File: src/rtl/sram_uart_tx_interface.sv
// Streams a block of 16-bit SRAM words out of the UART TX pin, high byte first.
// Optional even parity bit per frame when TX_PARITY_EN is defined.
module sram_uart_tx_interface #(
    parameter int CLK_DIV      = 434,
    parameter int READ_LATENCY = 2
) (
    input  logic        Clock,
    input  logic        Reset,
    input  logic        Start,
    input  logic [17:0] Base_address,
    input  logic [17:0] Word_count,
    output logic [17:0] SRAM_address,
    output logic        SRAM_we_n,
    input  logic [15:0] SRAM_read_data,
    output logic        UART_TX_O,
    output logic        Busy,
    output logic        Done,
    output logic [17:0] Words_sent
);

    typedef enum logic [3:0] {
        S_IDLE,
        S_FETCH,
        S_WAIT,
        S_LOAD,
        S_START_BIT,
        S_DATA_BIT,
`ifdef TX_PARITY_EN
        S_PARITY_BIT,
`endif
        S_STOP_BIT,
        S_NEXT,
        S_DONE
    } state_t;

    state_t      state, next_state;
    logic [17:0] address, remaining;
    logic [15:0] word;
    logic [7:0]  shreg, shreg_next;
    logic        byte_sel;
    logic [2:0]  bit_idx;
    logic [15:0] baud_cnt;
    logic [7:0]  wait_cnt;
    logic        bit_end, in_bit_state, tx_next;
`ifdef TX_PARITY_EN
    logic        parity;
`endif

    assign SRAM_we_n = 1'b1;

    always_ff @(posedge Clock) begin
        if (Reset) state <= S_IDLE;
        else       state <= next_state;
    end

    always_comb begin
        next_state   = state;
        shreg_next   = shreg;
        tx_next      = 1'b1;
        bit_end      = (baud_cnt == 16'(CLK_DIV - 1));
        in_bit_state = (state == S_START_BIT) || (state == S_DATA_BIT) ||
`ifdef TX_PARITY_EN
                       (state == S_PARITY_BIT) ||
`endif
                       (state == S_STOP_BIT);
        case (state)
            S_IDLE:      if (Start) next_state = (Word_count == 18'd0) ? S_DONE : S_FETCH;
            S_FETCH:     next_state = (READ_LATENCY > 1) ? S_WAIT : S_LOAD;
            S_WAIT:      if (wait_cnt == 8'(READ_LATENCY - 2)) next_state = S_LOAD;
            S_LOAD:      next_state = S_START_BIT;
            S_START_BIT: begin
                shreg_next = byte_sel ? word[7:0] : word[15:8];
                if (bit_end) next_state = S_DATA_BIT;
            end
            S_DATA_BIT: begin
                if (bit_end) begin
                    shreg_next = shreg >> 1;
`ifdef TX_PARITY_EN
                    if (bit_idx == 3'd7) next_state = S_PARITY_BIT;
`else
                    if (bit_idx == 3'd7) next_state = S_STOP_BIT;
`endif
                end
            end
`ifdef TX_PARITY_EN
            S_PARITY_BIT: if (bit_end) next_state = S_STOP_BIT;
`endif
            S_STOP_BIT:  if (bit_end) next_state = byte_sel ? S_NEXT : S_START_BIT;
            S_NEXT:      next_state = (remaining == 18'd1) ? S_DONE : S_FETCH;
            S_DONE:      next_state = S_IDLE;
            default:     next_state = S_IDLE;
        endcase

        // The line is registered from the upcoming state so it changes exactly on state entry.
        case (next_state)
            S_START_BIT:  tx_next = 1'b0;
            S_DATA_BIT:   tx_next = shreg_next[0];
`ifdef TX_PARITY_EN
            S_PARITY_BIT: tx_next = parity;
`endif
            default:      tx_next = 1'b1;
        endcase
    end

    always_ff @(posedge Clock) begin
        if (Reset) begin
            UART_TX_O    <= 1'b1;
            Busy         <= 1'b0;
            Done         <= 1'b0;
            SRAM_address <= 18'd0;
            Words_sent   <= 18'd0;
            address      <= 18'd0;
            remaining    <= 18'd0;
            word         <= 16'd0;
            shreg        <= 8'd0;
            byte_sel     <= 1'b0;
            bit_idx      <= 3'd0;
            baud_cnt     <= 16'd0;
            wait_cnt     <= 8'd0;
`ifdef TX_PARITY_EN
            parity       <= 1'b0;
`endif
        end else begin
            UART_TX_O <= tx_next;
            Busy      <= (next_state != S_IDLE) && (next_state != S_DONE);
            Done      <= (next_state == S_DONE);
            shreg     <= shreg_next;
            baud_cnt  <= (in_bit_state && !bit_end) ? baud_cnt + 16'd1 : 16'd0;
            wait_cnt  <= (state == S_WAIT) ? wait_cnt + 8'd1 : 8'd0;
            case (state)
                S_IDLE: begin
                    if (Start) begin
                        address    <= Base_address;
                        remaining  <= Word_count;
                        Words_sent <= 18'd0;
                        if (Word_count != 18'd0) SRAM_address <= Base_address;
                    end
                end
                S_LOAD: begin
                    word     <= SRAM_read_data;
                    byte_sel <= 1'b0;
                end
                S_START_BIT: begin
                    bit_idx <= 3'd0;
`ifdef TX_PARITY_EN
                    parity  <= ^shreg_next;
`endif
                end
                S_DATA_BIT: if (bit_end) bit_idx <= bit_idx + 3'd1;
                S_STOP_BIT: if (bit_end && !byte_sel) byte_sel <= 1'b1;
                S_NEXT: begin
                    Words_sent <= Words_sent + 18'd1;
                    remaining  <= remaining - 18'd1;
                    address    <= address + 18'd1;
                    if (remaining != 18'd1) SRAM_address <= address + 18'd1;
                end
                default: ;
            endcase
        end
    end

endmodule

File: config.mk
export PLATFORM = sky130hd
export DESIGN_NAME = sram_uart_tx_interface
export DESIGN_NICKNAME = d
export VERILOG_FILES = /design/src/rtl/sram_uart_tx_interface.sv
export SDC_FILE = /design/constraint.sdc
export NUM_CORES = 1
export LEC_CHECK = 0
export ABC_AREA = 0
export BUFFER_PORTS_ARGS = -buffer_cell sky130_fd_sc_hd__buf_4
export CORE_AREA = 2 2 103 129
export CTS_BUF_LIST = sky130_fd_sc_hd__clkbuf_16
export CTS_CLUSTER_DIAMETER = 150
export CTS_CLUSTER_SIZE = 14
export DETAILED_ROUTE_END_ITERATION = 8
export DIE_AREA = 0 0 105 131
export GPL_ROUTABILITY_DRIVEN = 0
export PLACE_DENSITY = 0.76
export SLEW_MARGIN = 20
export SYNTH_ARGS = -nofsm -noshare
export SYNTH_HDL_FRONTEND = slang
export SYNTH_SLANG_ARGS = --single-unit
export TNS_END_PERCENT = 100
File: constraint.sdc
create_clock -name Clock -period 2.75 [get_ports Clock]
set_input_delay 0.6875 -clock Clock [delete_from_list [all_inputs] [get_ports Clock]]
set_output_delay 0.6875 -clock Clock [all_outputs]
set_load 0.01 [all_outputs]
After elaboration in Yosys (flattened, before gate mapping)
Cells that the tools add are included.
- $add $sub $neg: 6
- $mul: 0
- divide/modulo/power cells: 0
- magnitude comparators: 0
- eq/ne operators: 20
- shifts and indexed selects: 0
- multiplexer cells: 28
- bitwise operators: 2
- reductions and logical operators: 21
- operators by type and width (kind ; count):
    18-bit case mux with 2 select lines ; 4
    18-bit two-way mux ; 6
    18-bit by 1-bit adder with 18-bit output (second input constant) ; 2
    4-bit two-way mux ; 8
    4-bit case mux with 8 select lines ; 1
    4-bit by 3-bit equality test with 1-bit output (second input constant) ; 6
    18-bit by 1-bit equality test with 1-bit output (second input constant) ; 1
    18-bit zero test ; 1
    18-bit by 1-bit inequality test with 1-bit output (second input constant) ; 1
    18-bit nonzero test ; 1
    18-bit by 1-bit subtractor with 18-bit output (second input constant) ; 1
    16-bit by 1-bit adder with 16-bit output (second input constant) ; 1
    16-bit by 9-bit equality test with 1-bit output (second input constant) ; 1
    8-bit two-way mux ; 2
    8-bit case mux with 2 select lines ; 1
    8-bit by 1-bit adder with 8-bit output (second input constant) ; 1
    4-bit by 2-bit equality test with 1-bit output (second input constant) ; 2
    8-bit zero test ; 1
    2-bit inequality test (second input constant) ; 4
    3-bit case mux with 2 select lines ; 1
    2-bit AND reduction ; 3
    2-bit nonzero test ; 3
    4-bit by 1-bit equality test with 1-bit output (second input constant) ; 1
    4-bit equality test (second input constant) ; 1
    16 further kinds ; 23
- bits in registers: 131
- latch bits: 0
- RAM bits: 0
- ROM bits: 0
- logic and storage cells: 92
- memories kept: 0

Logic depth before layout (Yosys ltp)
- depth after elaboration: 6
- mapped depth: 8
- gate-level depth less buffers: 8

Least setup slack after synthesis
Ideal clock, no wire load.
- path kind: input -> register
- from: input Word_count[2]
- to: register UART_TX_O
- library setup time: 146 ps
- arrival time: 2237 ps
- setup slack: 366 ps
- stages: 5
- cells stage by stage: or4_1 > nor4_1 > o22ai_2 > nor4_4 > o311ai_1
- cells in the longest elaborated chain, start to end: 6
- elaborated cells on any way between the ends: 7
- classes of those cells: eq/ne: 2; mux: 4; reduce/logical: 1
- RTL lines (what ; line ; text):
    start: declaration ; 11 ; input logic [17:0] Word_count,
    18-bit zero test * ; 67 ; S_IDLE: if (Start) next_state = (Word_count == 18'd0) ? S_DONE : S_FETCH;
    4-bit two-way mux * (2 in a row) ; 67 ;
    4-bit case mux with 8 select lines * ; 66 ; case (state)
    4-bit by 3-bit equality test with 1-bit output ; 95 ; case (next_state)
    1-bit case mux with 2 select lines * ; 95 ;
    end signal: assignment ; 124 ; UART_TX_O <= tx_next;
    end: declaration ; 15 ; output logic UART_TX_O,
Mark *: on every way between the ends. The rest lies on a longest branch, timed or not.
A chain may end at the register's enable or synchronous reset.

Worst setup path in the final report
- from: register remaining[8]
- to: register SRAM_address[10]
- cells in the longest elaborated chain, start to end: 3
- RTL lines (what ; line ; text):
    start: declaration ; 37 ; logic [17:0] address, remaining;
    start signal: assignment ; 134 ; remaining <= Word_count;
    start signal: assignment ; 153 ; remaining <= remaining - 18'd1;
    18-bit by 1-bit inequality test with 1-bit output ; 155 ; if (remaining != 18'd1) SRAM_address <= address + 18'd1;
    2-bit inequality test (no line) ; -- ;
    4-bit AND reduction (no line) ; -- ;
    end signal: assignment ; 136 ; if (Word_count != 18'd0) SRAM_address <= Base_address;
    end signal: assignment ; 155 ;
    end: declaration ; 12 ; output logic [17:0] SRAM_address,
Every way passes these cells.

==> flow_metrics.py <==
metrics = {
    "worst_setup_path": {
        "cp.required_ns": 3.04,
        "critPathMaxFanout": 20,
        "cp_num_buf_inv": 1,
        "path_delay_family": "simple AND/OR/NAND/NOR gates",
        "worstPathCellList": "or4_4 > nor4b_4 > and4b_1 > o22ai_2 > buf_4 > mux2i_1 > nor2_1",
        "crit_path_start_kind": "flop",
        "endpoint_kind": "flop",
        "critical_path_class": "reg2reg",
        "cp_data_arrival_time_ns": 2.57,
        "max_stage_delay_ns": 0.58,
        "crit_slowest_cell": "or4_4",
    },
    "timing": {
        "post-route-period-util_pct": 82.9,
        "tns_ns": 0,
        "relSlewSlack_pct": 53.5,
        "maxSlewViolCount": 0,
        "period_needed_ns": 2.28,
        "tightest_slew_ns": 0.694,
        "setup_viol": 0,
        "clock_skew_ns": 0.00739,
        "achievable-frequency_mhz": 439,
        "rsz0062_at_grt": "no",
        "hold_viol_final": 0,
        "fin_hold_ws_ns": 0.453,
    },
    "min_path": {
        "hold_path.class": "reg2reg",
    },
    "floorplanning": {
        "initial_utilization_pct": 49.0,
        "die_area_mm2": 0.0138,
        "ios": 95,
        "die_h_um": 131,
        "die_x_um": 105,
        "core_mm2": 0.0125,
        "rows": 46,
    },
    "cts": {
        "clockBufferDepth": 2,
        "root_buffer": "clkbuf_16",
        "post_cts_buffers": 0,
        "hold_buffers": 0,
        "cts_tree": "built",
        "cts.sinks": 131,
        "clk_latency_ns": 0.42,
        "clkTransAtPathRegs_ns": 0.05,
        "h-tree-depth": 4,
        "numCtsBuffers": 17,
        "ctsResizeCount": 0,
    },
    "synthesis": {
        "synth.avg_cell_area_um2": 8.03,
        "synth_flop_cell": "dfxtp_1",
        "syn_inst": 765,
        "yosysSeqAreaShare_pct": 42.7,
        "ys_seq_elements": 131,
        "synth_warnings": 0,
        "synth_top_cells_by_count": "dfxtp_1 (131), nand2_1 (124), nor2_1 (108), a21oi_1 (60)",
        "ys_types": 56,
        "synth_area_leaders": "dfxtp_1 (43%), nand2_1 (7.6%), nor2_1 (6.6%), a21oi_1 (4.9%), mux2i_1 (4.1%)",
        "synthArstFlopShare_pct": 0,
        "synth_nets": 830,
        "yosys.cell_count.top_type": "dfxtp_1",
        "synth_edf_count": 0,
        "syn-cell-area_mm2": 0.00614,
        "synth_top_area_cell": "dfxtp_1",
        "yosysTopAreaCellShare_pct": 42.7,
    },
    "power": {
        "power_density_mw_per_mm2": 677,
        "seq_power_share_pct": 43.1,
        "internal-power_mw": 3.65,
        "fin_total_pwr_mw": 5.11,
        "power.share.switching_pct": 28.5,
        "combPwrFrac_pct": 18.5,
        "power.switching_mw": 1.46,
        "peakVddDrop_mv": 0.406,
        "clkPwrFrac_pct": 38.3,
        "p_leak_nw": 2.80,
    },
    "routing": {
        "wl_um": 14800,
        "vias_per_cell": 5.50,
        "route.detailed.drc": 0,
        "dr.first_iter.drc_count": 239,
        "vias": 5696,
        "antenna_left": 0,
        "routedWlPerCell_um": 14.3,
        "firstDrtPassIters": 4,
    },
    "flow_run": {
        "cap_violations": 0,
    },
    "global_routing": {
        "grt_max_degree": 39,
        "antenna_found_initial": 0,
        "grt_pass1_wl_um": 24800,
        "gr-usage-all-layers_pct": 22.4,
        "grt.overflow.total": 0,
        "grt_pass1_vias": 5365,
    },
    "finish": {
        "fin_util_pct": 60.2,
        "drive_gt1_share_pct": 16.2,
        "nets": 921,
        "area_growth_pct": 22.9,
        "num_antenna_cells": 0,
    },
    "status": {
        "status": "completed",
    },
    "place": {
        "dp_hpwl_um": 10200,
        "numPortBuffers": 93,
    },
}
==> registers in the layout (all words and copies together), names as in the netlist <==
register      flops
Words_sent       18
Done              1
bit_idx           3
shreg             8
wait_cnt          8
UART_TX_O         1
SRAM_address     18
remaining        18
Busy              1
word             16
baud_cnt         16
state             4
address          18
byte_sel          1
==> cells in the final DEF (no fill, tap or decap), types with 7 or more instances in the layout <==
cell and n:
dfxtp_1 131, nand2_1 124, buf_4 115, nor2_1 108, a21oi_1 60, nand3_1 37, mux2i_1 25, nor3_1 22
xor2_1 20, xnor2_1 19, o21ai_0 17, clkbuf_16 17, inv_1 16, nor4_1 13, a31oi_1 12, a221oi_1 11
nand4_1 11, ha_1 10, o211ai_1 9, a311oi_1 8, or3_1 8, clkinv_1 8, and3_1 7
==> per-layer routing <==
layer	part of all wire (%)	track usage, %	vias up
met1	43	25.8	2678
met4	2.5	10.8	0
met3	4.2	5.75	27
li1	-	-	2872
met2	50	39.0	119
met5	0	0	-
==> layout make-up <==
| cell class | instances | area [um^2] |
|---|---|---|
| Fill cell | 1206 | 5000 |
| Multi-Input combinational cell | 577 | 3290 |
| Tap cell | 168 | 210 |
| Clock inverter | 14 | 81.3 |
| Timing Repair Buffer | 115 | 863 |
| Clock buffer | 17 | 425 |
| Inverter | 14 | 52.6 |
| Sequential cell | 131 | 2620 |
==> tightest hold or removal path: stages (launching register included) <==
cell and delay (ns):
dfxtp_1 0.30, nand2_1 0.05, a21oi_1 0.05
==> cell families after synthesis <==
family | after synthesis | synth area share [%]
AOI/OAI and AO/OA | 143 | 14.6
xor gates and xnor gates | 39 | 5.56
adders and majority gates | 10 | 2.04
buffers and inverters | 57 | 3.71
DFF | 131 | 42.7
muxes | 28 | 4.62
other | 1 | 0.0611
and+or+nand+nor | 356 | 26.7
==> power by group through the flow <==
stage                     Sequential [mW]  Combinational (mW)  Clock (mW)
after floorplan                      2.21               0.640           0
after global placement               2.24               0.927           0
after detailed placement             2.24               0.939           0
after CTS                            2.20               0.945        1.99
after global routing                 2.23                1.05        2.09
final                                2.20               0.945        1.96
==> final timing paths <==
check | startpoint | end | slack, ns | cells past startpoint
max reg2reg | remaining[8]$_SDFFE_PP0P_ | SRAM_address[10]$_SDFFE_PP0P_ | 0.47 | 7
min reg2reg | word[13]$_SDFFE_PP0P_ | word[13]$_SDFFE_PP0P_ | 0.45 | 2
max | remaining[8]$_SDFFE_PP0P_ | SRAM_address[10]$_SDFFE_PP0P_ | 0.47 | 7
min | word[13]$_SDFFE_PP0P_ | word[13]$_SDFFE_PP0P_ | 0.45 | 2
==> through the flow <==
| step | setup WS [ns] | cells | instance area [um^2] |
|---|---|---|---|
| after floorplan | 0.366 | 765 | 6140 |
| after global placement | 0.290 | 1005 | 7040 |
| after detailed placement | 0.277 | 1005 | 7040 |
| after CTS | 0.473 | 1036 | 7550 |
| after global routing | 0.224 | 1036 | 7550 |
| final | 0.470 | 1036 | 7550 |
(Power assumes the default switching activity.)
